<file path="src/rtl/mem_port_arbiter.sv">
// ---------------------------------------------------------------------------
// mem_port_arbiter
//
// Purpose:
//   Shares one single-ported unified memory between the fetch stage
//   (read-only) and the memory stage (read/write) of a pipelined ARM core.
//   Requests are sampled only in IDLE and granted one at a time. The winning
//   transaction runs IDLE -> WAIT -> RESP -> IDLE, so every transaction
//   occupies at least three cycles.
//
//   Data-stage requests normally win. A starvation counter forces a fetch
//   grant after STARVE_LIMIT consecutive lost arbitrations. A watchdog aborts
//   a WAIT that never sees m_ack. The aborted requester still gets its ack,
//   with err raised alongside it and its read data forced to zero.
//
// Parameters:
//   DATA_WIDTH   - width of addresses, write data and read data
//   STARVE_LIMIT - fetch losses tolerated before fetch is forced (1..15)
//   TIMEOUT      - WAIT cycles without m_ack before abort (0 = no watchdog)
//
// Ports:
//   clk, reset        - rising-edge clock, asynchronous active-low reset
//   f_req/f_addr      - fetch read request and address (held until f_ack)
//   f_rdata/f_ack     - fetch read data (held) and one-cycle completion
//   d_req/d_we/d_addr/d_wdata - data request, direction, address, store data
//   d_rdata/d_ack     - load data (held) and one-cycle completion
//   m_req/m_we/m_addr/m_wdata - memory-side request (held until ack/abort)
//   m_rdata/m_ack     - memory read data and completion
//   err               - one-cycle pulse alongside the ack of an aborted access
//   busy              - high whenever the arbiter is not in IDLE
// ---------------------------------------------------------------------------
module mem_port_arbiter #(
  parameter int unsigned DATA_WIDTH   = 32,
  parameter int unsigned STARVE_LIMIT = 4,
  parameter int unsigned TIMEOUT      = 16
) (
  input  logic                  clk,
  input  logic                  reset,
  input  logic                  f_req,
  input  logic [DATA_WIDTH-1:0] f_addr,
  output logic [DATA_WIDTH-1:0] f_rdata,
  output logic                  f_ack,
  input  logic                  d_req,
  input  logic                  d_we,
  input  logic [DATA_WIDTH-1:0] d_addr,
  input  logic [DATA_WIDTH-1:0] d_wdata,
  output logic [DATA_WIDTH-1:0] d_rdata,
  output logic                  d_ack,
  output logic                  m_req,
  output logic                  m_we,
  output logic [DATA_WIDTH-1:0] m_addr,
  output logic [DATA_WIDTH-1:0] m_wdata,
  input  logic [DATA_WIDTH-1:0] m_rdata,
  input  logic                  m_ack,
  output logic                  err,
  output logic                  busy
);

  // The timeout counter must be able to hold the value TIMEOUT itself; the +2
  // keeps the width at least one bit when the watchdog is disabled.
  localparam int unsigned           TMO_W      = $clog2(TIMEOUT + 2);
  localparam logic [TMO_W-1:0]      TMO_LIMIT  = TMO_W'(TIMEOUT);
  localparam logic [TMO_W-1:0]      TMO_ONE    = TMO_W'(1);
  localparam bit                    TMO_EN     = (TIMEOUT != 0);
  localparam logic [3:0]            STARVE_MAX = 4'(STARVE_LIMIT);

  typedef enum logic [1:0] {
    ST_IDLE = 2'd0,
    ST_WAIT = 2'd1,
    ST_RESP = 2'd2
  } state_e;

  // Saturating increment for the starvation counter.
  function automatic logic [3:0] sat_inc(input logic [3:0] value,
                                         input logic [3:0] limit);
    logic [3:0] result;
    if (value >= limit) begin
      result = limit;
    end else begin
      result = value + 4'd1;
    end
    return result;
  endfunction

  state_e                  state_q,   state_d;
  logic                    grant_data_q, grant_data_d;  // 1 = data stage owns the access
  logic [3:0]              starve_q,  starve_d;
  logic [TMO_W-1:0]        tmo_q,     tmo_d;
  logic                    m_req_q,   m_req_d;
  logic                    m_we_q,    m_we_d;
  logic [DATA_WIDTH-1:0]   m_addr_q,  m_addr_d;
  logic [DATA_WIDTH-1:0]   m_wdata_q, m_wdata_d;
  logic [DATA_WIDTH-1:0]   f_rdata_q, f_rdata_d;
  logic [DATA_WIDTH-1:0]   d_rdata_q, d_rdata_d;
  logic                    f_ack_q,   f_ack_d;
  logic                    d_ack_q,   d_ack_d;
  logic                    err_q,     err_d;
  logic                    busy_q,    busy_d;

  logic                    grant_data_s;
  logic [TMO_W-1:0]        tmo_inc_s;

  assign tmo_inc_s = tmo_q + TMO_ONE;

  // Next-state logic: arbitration, memory handshake, watchdog and responses.
  always_comb begin
    state_d      = state_q;
    grant_data_d = grant_data_q;
    starve_d     = starve_q;
    tmo_d        = tmo_q;
    m_req_d      = m_req_q;
    m_we_d       = m_we_q;
    m_addr_d     = m_addr_q;
    m_wdata_d    = m_wdata_q;
    f_rdata_d    = f_rdata_q;
    d_rdata_d    = d_rdata_q;
    f_ack_d      = 1'b0;
    d_ack_d      = 1'b0;
    err_d        = 1'b0;
    grant_data_s = 1'b0;

    case (state_q)
      ST_IDLE: begin
        // Data wins by default; a starved fetch takes over when both request.
        grant_data_s = d_req && !(f_req && (starve_q == STARVE_MAX));

        if (f_req || d_req) begin
          grant_data_d = grant_data_s;
          m_req_d      = 1'b1;
          state_d      = ST_WAIT;
          if (grant_data_s) begin
            m_addr_d  = d_addr;
            m_we_d    = d_we;
            m_wdata_d = d_wdata;
          end else begin
            m_addr_d  = f_addr;
            m_we_d    = 1'b0;
            m_wdata_d = {DATA_WIDTH{1'b0}};
          end
        end else begin
          state_d = ST_IDLE;
        end

        // Count only arbitrations fetch actually lost; anything else clears.
        if (f_req && grant_data_s) begin
          starve_d = sat_inc(starve_q, STARVE_MAX);
        end else begin
          starve_d = 4'd0;
        end
      end

      ST_WAIT: begin
        // m_ack takes precedence over an expiring watchdog in the same cycle.
        if (m_ack) begin
          m_req_d = 1'b0;
          state_d = ST_RESP;
          if (grant_data_q) begin
            d_ack_d = 1'b1;
            if (!m_we_q) begin
              d_rdata_d = m_rdata;
            end else begin
              d_rdata_d = d_rdata_q;
            end
          end else begin
            f_ack_d   = 1'b1;
            f_rdata_d = m_rdata;
          end
        end else if (TMO_EN && (tmo_inc_s == TMO_LIMIT)) begin
          m_req_d = 1'b0;
          state_d = ST_RESP;
          err_d   = 1'b1;
          tmo_d   = tmo_inc_s;
          if (grant_data_q) begin
            d_ack_d   = 1'b1;
            d_rdata_d = {DATA_WIDTH{1'b0}};
          end else begin
            f_ack_d   = 1'b1;
            f_rdata_d = {DATA_WIDTH{1'b0}};
          end
        end else if (TMO_EN) begin
          tmo_d = tmo_inc_s;
        end else begin
          tmo_d = tmo_q;
        end
      end

      ST_RESP: begin
        // The ack pulse is already on the outputs during this cycle.
        tmo_d   = {TMO_W{1'b0}};
        state_d = ST_IDLE;
      end

      default: begin
        state_d = ST_IDLE;
        m_req_d = 1'b0;
        tmo_d   = {TMO_W{1'b0}};
      end
    endcase

    busy_d = (state_d != ST_IDLE);
  end

  // State and output registers; reset abandons any transaction without an ack.
  always_ff @(posedge clk or negedge reset) begin
    if (!reset) begin
      state_q      <= ST_IDLE;
      grant_data_q <= 1'b0;
      starve_q     <= 4'd0;
      tmo_q        <= {TMO_W{1'b0}};
      m_req_q      <= 1'b0;
      m_we_q       <= 1'b0;
      m_addr_q     <= {DATA_WIDTH{1'b0}};
      m_wdata_q    <= {DATA_WIDTH{1'b0}};
      f_rdata_q    <= {DATA_WIDTH{1'b0}};
      d_rdata_q    <= {DATA_WIDTH{1'b0}};
      f_ack_q      <= 1'b0;
      d_ack_q      <= 1'b0;
      err_q        <= 1'b0;
      busy_q       <= 1'b0;
    end else begin
      state_q      <= state_d;
      grant_data_q <= grant_data_d;
      starve_q     <= starve_d;
      tmo_q        <= tmo_d;
      m_req_q      <= m_req_d;
      m_we_q       <= m_we_d;
      m_addr_q     <= m_addr_d;
      m_wdata_q    <= m_wdata_d;
      f_rdata_q    <= f_rdata_d;
      d_rdata_q    <= d_rdata_d;
      f_ack_q      <= f_ack_d;
      d_ack_q      <= d_ack_d;
      err_q        <= err_d;
      busy_q       <= busy_d;
    end
  end

  assign m_req   = m_req_q;
  assign m_we    = m_we_q;
  assign m_addr  = m_addr_q;
  assign m_wdata = m_wdata_q;
  assign f_rdata = f_rdata_q;
  assign d_rdata = d_rdata_q;
  assign f_ack   = f_ack_q;
  assign d_ack   = d_ack_q;
  assign err     = err_q;
  assign busy    = busy_q;

endmodule

</file>
<file path="config.mk">
export PLATFORM = sky130hd
export DESIGN_NAME = mem_port_arbiter
export DESIGN_NICKNAME = d
export VERILOG_FILES = /design/src/rtl/mem_port_arbiter.sv
export SDC_FILE = /design/constraint.sdc
export NUM_CORES = 1
export LEC_CHECK = 0
export ABC_AREA = 1
export CELL_PAD_IN_SITES_DETAIL_PLACEMENT = 1
export CELL_PAD_IN_SITES_GLOBAL_PLACEMENT = 1
export CORE_MARGIN = 2
export CORE_UTILIZATION = 28
export DETAILED_ROUTE_END_ITERATION = 12
export PLACE_DENSITY_LB_ADDON = 0.1
export SYNTH_ARGS = -nofsm -noshare
export SYNTH_HDL_FRONTEND = slang
export SYNTH_SLANG_ARGS = --single-unit
</file>
<file path="constraint.sdc">
create_clock -name clk -period 1.4 [get_ports clk]
set_input_delay 0.28 -clock clk [delete_from_list [all_inputs] [get_ports clk]]
set_output_delay 0.28 -clock clk [all_outputs]
set_load 0.005 [all_outputs]
</file>
Yosys cells after proc, flatten, opt, wreduce, memory -nomap -nowiden --
Index checks and enable logic that the tools add are counted.
Storage, ports and cells: register bits after elaboration 146, word-level logic and storage cells 76
Cells by class: $add $sub $neg 2, $lt $le $gt $ge 1, eq/ne operators 8, muxes and demuxes 35, bitwise operators 3, reduce and logical (&&, ||, !) cells 13
Operators by type and width (number):
- 32-bit two-way mux | 11
- 1-bit two-way mux | 16
- 5-bit case mux with 2 select lines | 1
- 4-bit two-way mux | 2
- 2-bit != test, second input constant | 3
- 3-bit AND reduction | 2
- 5-bit by 1-bit adder with 5-bit output, second input constant | 1
- 5-bit equality test, second input constant | 1
- 5-bit two-way mux | 1
- 4-bit by 1-bit adder with 4-bit output, second input constant | 1
- 4-bit by 3-bit equality test with 1-bit output, second input constant | 1
- 4-bit by 3-bit >= comparator with 1-bit output, second input constant | 1
- 2-bit two-way mux | 2
- 2-bit case mux with 2 select lines | 1
- 2-bit AND reduction | 2
- 4-bit AND reduction | 1
- 2-bit nonzero test | 2
- 1-bit logical AND | 3
- 3-bit != test, second input constant | 1
- 1-bit NOT | 3
- 1-bit case mux with 3 select lines | 1
- 2-bit by 1-bit equality test with 1-bit output, second input constant | 1
- 2-bit equality test, second input constant | 1
- 2-bit logical NOT | 1
- other kinds (2) | 2

Logic depth before layout (Yosys ltp) --
Gate-level depths: netlist (run 1).
word-level depth 6, depth in mapped cells 10, gate-level depth less buffers 9

Least setup slack after synthesis (run 1) --
Ideal clock, no wire load.
path type register to register, from reg tmo_q[0], to reg f_rdata_q[31], in the netlist f_rdata[31], setup time 117 ps, data arrival time 1411 ps, slack -128 ps, cell stages (with the launch flop) 11, path buffers 1, path through dfrtp_1 -> ha_1 -> nand3_1 -> nand2_1 -> nand2_1 -> nand3_2 -> nand2_4 -> nand3_2 -> buf_4 -> nand2_1 -> nand2_1
Between the ends: word-level cells in the longest chain between the ends 4
Ends and longest elaborated chain:
- start, declared | line 88 | logic [TMO_W-1:0] tmo_q, tmo_d;
- start signal, assigned | line 209 | tmo_q <= {TMO_W{1'b0}};
- start signal, assigned | line 224 | tmo_q <= tmo_d;
- 5-bit by 1-bit adder with 5-bit output | line 103 | assign tmo_inc_s = tmo_q + TMO_ONE;
- 5-bit equality test | line 168 | end else if (TMO_EN && (tmo_inc_s == TMO_LIMIT)) begin
- 2-bit nonzero test (no line)
- 3-bit AND reduction (no line)
- end signal, assigned | line 214 | f_rdata_q <= {DATA_WIDTH{1'b0}};
- end signal, assigned | line 229 | f_rdata_q <= f_rdata_d;
- end, declared | line 93 | logic [DATA_WIDTH-1:0] f_rdata_q, f_rdata_d;
Every way passes these cells. A chain may end at the register's enable or synchronous reset.

Final worst setup path (run 1) --
from reg tmo_q[1], to reg f_rdata_q[17], in the netlist f_rdata[17]
Same word-level chain as after synthesis.

==> impl_metrics.env, run 1 <==
export IMPL_setup_ws_ns=-0.133
export IMPL_finish_utilization=0.489
export IMPL_fin_crit_ns=1.53
export IMPL_seq_area_frac_synth=0.572
export IMPL_num_vias=6442
export IMPL_hp_class="in -> async"
export IMPL_ys_async_sr_fraction=1.00
export IMPL_ant_nets=0
export IMPL_syn_to_final_growth_pct=72.3
export IMPL_finalCritPeriodShare=1.09
export IMPL_cp_data_arrival_time_ns=1.84
export IMPL_fin_worst_skew_ns=0.0171
export IMPL_gr_usage_all_layers=0.208
export IMPL_io_buffer_count=267
export IMPL_slew_headroom=0.714
export IMPL_r2r_cells=10
export IMPL_crit_fanout=16
export IMPL_grt_ovfl_total=0
export IMPL_crit_required_ns=1.71
export IMPL_gp_congestion=0.740
export IMPL_clockBufferDepth=2
export IMPL_startpoint_type="flop"
export IMPL_grt_pass1_vias=7012
export IMPL_cts_tree="done"
export IMPL_dp_cells=1306
export IMPL_dr_pass1_iters=4
export IMPL_grt_pass1_wl_mm=38.8
export IMPL_clock_sinks=146
export IMPL_worst_pin_slew_ns=0.423
export IMPL_syn_area_mm2=0.00639
export IMPL_die_w_um=155
export IMPL_dieArea_mm2=0.0240
export IMPL_vias_per_cell=4.67
export IMPL_wl_per_cell_um=17.9
export IMPL_final_hold_viol_count=0
export IMPL_setup_violations=123
export IMPL_antenna_cells=0
export IMPL_coreArea_mm2=0.0225
export IMPL_final_area_mm2=0.0110
export IMPL_start_util=0.284
export IMPL_clk_pin_slew_worst_paths_ns=0.06
export IMPL_ctsHtreeMaxLevel=4
export IMPL_synth_nets=889
export IMPL_endpoint_kind="flop"
export IMPL_synth_edf_count=0
export IMPL_worstSetupPathType="reg -> reg"
export IMPL_drt_initial_drc_count=247
export IMPL_postPlaceCellArea_mm2=0.00977
export IMPL_clkLatencyLatePin_ns=0.42
export IMPL_synth_main_ff_cell="dfrtp_1"
export IMPL_power_mw=21.6
export IMPL_ys_ff_latch=146
export IMPL_drive_gt1_frac=0.183
export IMPL_final_cells=1378
export IMPL_synth_avg_cell_area_um2=8.50
export IMPL_status="finished, violations left"
export IMPL_yosysTopAreaCell="dfrtp_1"
export IMPL_cts_root_buf="clkbuf_16"
export IMPL_p_leak_nw=5.62
export IMPL_violations="setup timing"
export IMPL_ys_warn_count=0
export IMPL_ys_top_cells_by_area="dfrtp_1 57%, nand2_1 16%, nand4_1 6.6%"
export IMPL_ios=268
export IMPL_hpwl_mm=16.6
export IMPL_fmax_mhz=652
export IMPL_wl_mm=24.7
export IMPL_maxCapViolCount=0
export IMPL_drv_slew=0
export IMPL_power_density_mw_per_mm2=1960
export IMPL_numCtsBuffers=17
export IMPL_fin_nets=1217
export IMPL_synth_top_area_share=0.572
export IMPL_grt_max_degree=42
export IMPL_rsz0062_at_grt="true"
export IMPL_num_rows=55
export IMPL_drc=0
export IMPL_synthCells=752
export IMPL_peakVddDrop_mv=0.898
export IMPL_yosys_cell_types_count=27
export IMPL_antenna_found_initial=0
export IMPL_dieHeight_um=155
## cell usage after synthesis, types with 2 or more instances
| library cell | count |
|---|---|
| a21oi_1 | 66 |
| buf_1 | 2 |
| buf_2 | 20 |
| buf_4 | 5 |
| clkbuf_1 | 25 |
| dfrtp_1 | 146 |
| ha_1 | 3 |
| inv_1 | 47 |
| inv_2 | 3 |
| nand2_1 | 274 |
| nand3_1 | 36 |
| nand3_2 | 3 |
| nand4_1 | 67 |
| nor2_1 | 36 |
| nor2_4 | 2 |
| o21ai_0 | 5 |
| o22ai_1 | 2 |
## metal layers
layer	wire length, um	vias to the layer above	GRT usage	share of wire
met3	1810	6	0.0713	0.073
met4	134	0	0.0410	0.0054
li1	-	3108	-	-
met5	0	-	0	0
met1	10300	3159	0.253	0.42
met2	12500	169	0.359	0.51
## flip-flops by register name, indices dropped and copies added (netlist names), 2 cells and up
signal / count
m_addr: 32
m_wdata: 32
tmo_q: 5
d_rdata: 32
state_q: 2
starve_q: 4
f_rdata: 32
## cell type report
type                       instances  area [um^2]
fill                            2628        11500
sequential                       146         3660
timing repair buffer             361         3580
multi-input combinational        503         2550
clock buffer                      18          439
tap                              285          357
clock inverter                    14          225
inverter                          51          199
## path summary, 6_finish.rpt
| check | startpoint | slack, ns | to |
|---|---|---|---|
| worst max-delay path | tmo_q[1] | -0.13 | f_rdata[17] |
| worst min-delay path | reset | 0.28 | f_ack |
| worst max register to register | tmo_q[1] | -0.13 | f_rdata[17] |
| worst min register to register | f_rdata[22] | 0.46 | f_rdata[22] |
| max in group asynchronous | reset | 0.56 | f_rdata[1] |
| min in group clk | m_ack | 0.36 | d_ack |
## cell usage in the layout (no fill, tap or decap), types with 17 or more instances in the layout
| cell type | count |
|---|---|
| nand3_1 | 33 |
| buf_4 | 63 |
| nand2_2 | 22 |
| dfrtp_1 | 144 |
| dlygate4sd2_1 | 93 |
| nor2_1 | 35 |
| clkdlybuf4s50_1 | 131 |
| a21oi_2 | 17 |
| a21oi_1 | 47 |
| inv_1 | 45 |
| clkbuf_16 | 19 |
| nand4_1 | 67 |
| clkdlybuf4s15_1 | 36 |
| nand2_1 | 250 |
## kinds of logic after synthesis
group / after synthesis / share of synthesized area
mux: 1 / 0.00157
compound gates: 77 / 0.0628
buf+inv: 103 / 0.0673
fa+ha+maj: 3 / 0.00587
flops: 146 / 0.572
simple gates: 422 / 0.291
## power breakdown
group | total, mW | internal, mW | switching, mW
Sequential | 7.26 | 6.14 | 1.13
Clock | 5.21 | 3.24 | 1.97
Combinational | 9.15 | 4.56 | 4.59
## stage by stage
step / hold WS (ns) / setup WS [ns] / TNS (ns)
floorplan: -0.0156 / -0.0590 / -3.23
global placement: 0.143 / -0.214 / -21.01
detailed placement: 0.143 / -0.286 / -25.08
CTS: 0.267 / -0.151 / -13.90
global route: 0.273 / -0.235 / -24.68
finish: 0.278 / -0.133 / -11.73
## critical path: stages (launching register included)
cell	delay, ns
dfrtp_1	0.41
ha_4	0.18
nand3_2	0.06
nand2_2	0.06
nand2_2	0.09
nand3_4	0.11
nand2_8	0.10
nand3_4	0.12
buf_12	0.18
nand2_1	0.06
nand2_1	0.05
## what timing repair did
action | 4_1_cts | 5_1_grt
resized for setup | 177 | 88
setup endpoints to repair | 250 | 186
hold buffers | 1 | 0
gates cloned | 4 | 3
hold endpoints to repair | 101 | 0
setup buffers | 21 | 13
pin swaps | 9 | 15
Power figures use the tool's default switching activity.
==> inputs of run 2 (changes only) <==
SKIP_CTS_REPAIR_TIMING = 1   (was default)
==> impl_metrics.env, run 2 (synthesis results as in run 1) <==
export IMPL_power_frac_comb=0.455
export IMPL_io_buffer_count=267
export IMPL_ant_nets=0
export IMPL_worst_pin_slew_ns=0.345
export IMPL_startpoint_type="flop"
export IMPL_fmax_mhz=600
export IMPL_setup_violations=135
export IMPL_worstSetupPathType="reg -> reg"
export IMPL_violations="setup timing"
export IMPL_status="finished, violations left"
export IMPL_top_layer_used="met4"
export IMPL_dieHeight_um=155
export IMPL_fin_crit_ns=1.67
export IMPL_wl_mm=25.6
export IMPL_die_w_um=155
export IMPL_final_hold_viol_count=0
export IMPL_antenna_cells=0
export IMPL_numCtsBuffers=17
export IMPL_cpPeakStageDelay_ns=0.39
export IMPL_wl_met1_mm=10.3
export IMPL_power_density_mw_per_mm2=1910
export IMPL_coreArea_mm2=0.0225
export IMPL_hpwl_mm=16.6
export IMPL_clkLatencyLatePin_ns=0.42
export IMPL_clock_sinks=146
export IMPL_antenna_found_initial=0
export IMPL_cp_top_family="simple AND/OR/NAND/NOR gates"
export IMPL_p_seq_frac=0.318
export IMPL_mostFrequentLayoutCells="212 x nand2_1, 144 x dfrtp_1, 134 x dlymetal6s2s_1"
export IMPL_crit_fanout=8
export IMPL_drive_gt1_frac=0.258
export IMPL_grt_pass1_vias=6799
export IMPL_vias_per_cell=4.73
export IMPL_grt_pass1_wl_mm=37.3
export IMPL_cts_tree="done"
export IMPL_start_util=0.284
export IMPL_grt_max_degree=42
export IMPL_finalCritPeriodShare=1.19
export IMPL_wl_per_cell_um=18.6
export IMPL_dp_cells=1306
export IMPL_clk_pin_slew_worst_paths_ns=0.07
export IMPL_slew_headroom=0.770
export IMPL_clockBufferDepth=2
export IMPL_num_rows=55
export IMPL_cp_data_arrival_time_ns=2.00
export IMPL_dieArea_mm2=0.0240
export IMPL_num_vias=6522
export IMPL_crit_buf_inv=3
export IMPL_p_clk_frac=0.227
export IMPL_final_cells=1378
export IMPL_peakVddDrop_mv=0.914
export IMPL_crit_required_ns=1.74
export IMPL_wl_met2_mm=13.1
export IMPL_gr_usage_all_layers=0.197
export IMPL_setup_ws_ns=-0.266
export IMPL_fin_nets=1217
export IMPL_drc=0
export IMPL_fin_worst_skew_ns=0.0152
export IMPL_gp_congestion=0.740
export IMPL_switching_share=0.352
export IMPL_rsz0062_at_grt="true"
export IMPL_hp_class="in -> async"
export IMPL_maxCapViolCount=0
export IMPL_power_mw=22.9
export IMPL_grt_ovfl_total=0
export IMPL_slowest_stage="dfrtp_1"
export IMPL_path_common_cell="a21oi_1"
export IMPL_path_cells="inv_2 -> ha_2 -> nand4_1 -> nand2_4 -> buf_12 -> clkbuf_16 -> a21oi_1 -> a21oi_1"
export IMPL_endpoint_kind="flop"
export IMPL_p_int_mw=14.8
export IMPL_wl_met3_mm=1.91
export IMPL_drv_slew=0
export IMPL_finish_utilization=0.532
export IMPL_drt_initial_drc_count=231
export IMPL_ctsHtreeMaxLevel=4
export IMPL_cts_root_buf="clkbuf_16"
export IMPL_syn_to_final_growth_pct=87.2
export IMPL_p_switching_mw=8.04
export IMPL_layout_commonest_cell="nand2_1"
export IMPL_ios=268
export IMPL_p_leak_nw=7.12
export IMPL_dr_pass1_iters=4
-- run 2: area by class of cell --
type,instances,area [um^2]
Fill cell,2475,10500
Timing Repair Buffer,360,4070
Sequential cell,146,3660
Multi-Input combinational cell,503,3010
Clock buffer,18,439
Tap cell,285,357
Clock inverter,14,225
Inverter,51,204
Timing Repair inverter,1,11.3
-- run 2: final timing paths --
path,slack [ns],depth (start not counted),endpoint,startpoint
hold / removal,0.28,2,f_rdata[17],reset
hold reg to reg,0.46,2,f_rdata[22],f_rdata[22]
max in group asynchronous,0.56,3,f_rdata[1],reset
setup reg to reg,-0.27,8,m_addr[19],starve_q[1]
min in group clk,0.38,3,d_ack,m_ack
setup / recovery,-0.27,8,m_addr[19],starve_q[1]
-- run 2: through the flow --
| step | setup slack [ns] | cell area (um^2) | hold slack, ns | TNS, ns |
|---|---|---|---|---|
| after floorplan | -0.0590 | 6450 | -0.0156 | -3.23 |
| final | -0.266 | 12000 | 0.277 | -19.07 |
| after CTS | -0.278 | 10400 | -0.307 | -38.98 |
| after detailed placement | -0.286 | 9770 | 0.143 | -25.08 |
| after global placement | -0.214 | 9770 | 0.143 | -21.01 |
| after global routing | -0.365 | 12000 | 0.273 | -31.22 |
-- run 2: power groups by stage --
stage | combinational, mW | clock [mW] | sequential [mW]
final | 10.4 | 5.19 | 7.27
after global routing | 11.4 | 5.48 | 7.54
after CTS | 9.57 | 5.32 | 7.32
after detailed placement | 9.54 | 0 | 7.32
after global placement | 9.41 | 0 | 7.28
after floorplan | 3.33 | 0 | 7.35
-- run 2: metal layers --
layer,track usage,vias to the layer above
li1,-,3103
met1,0.244,3209
met2,0.330,193
met3,0.0747,17
met4,0.0410,0
met5,0,-
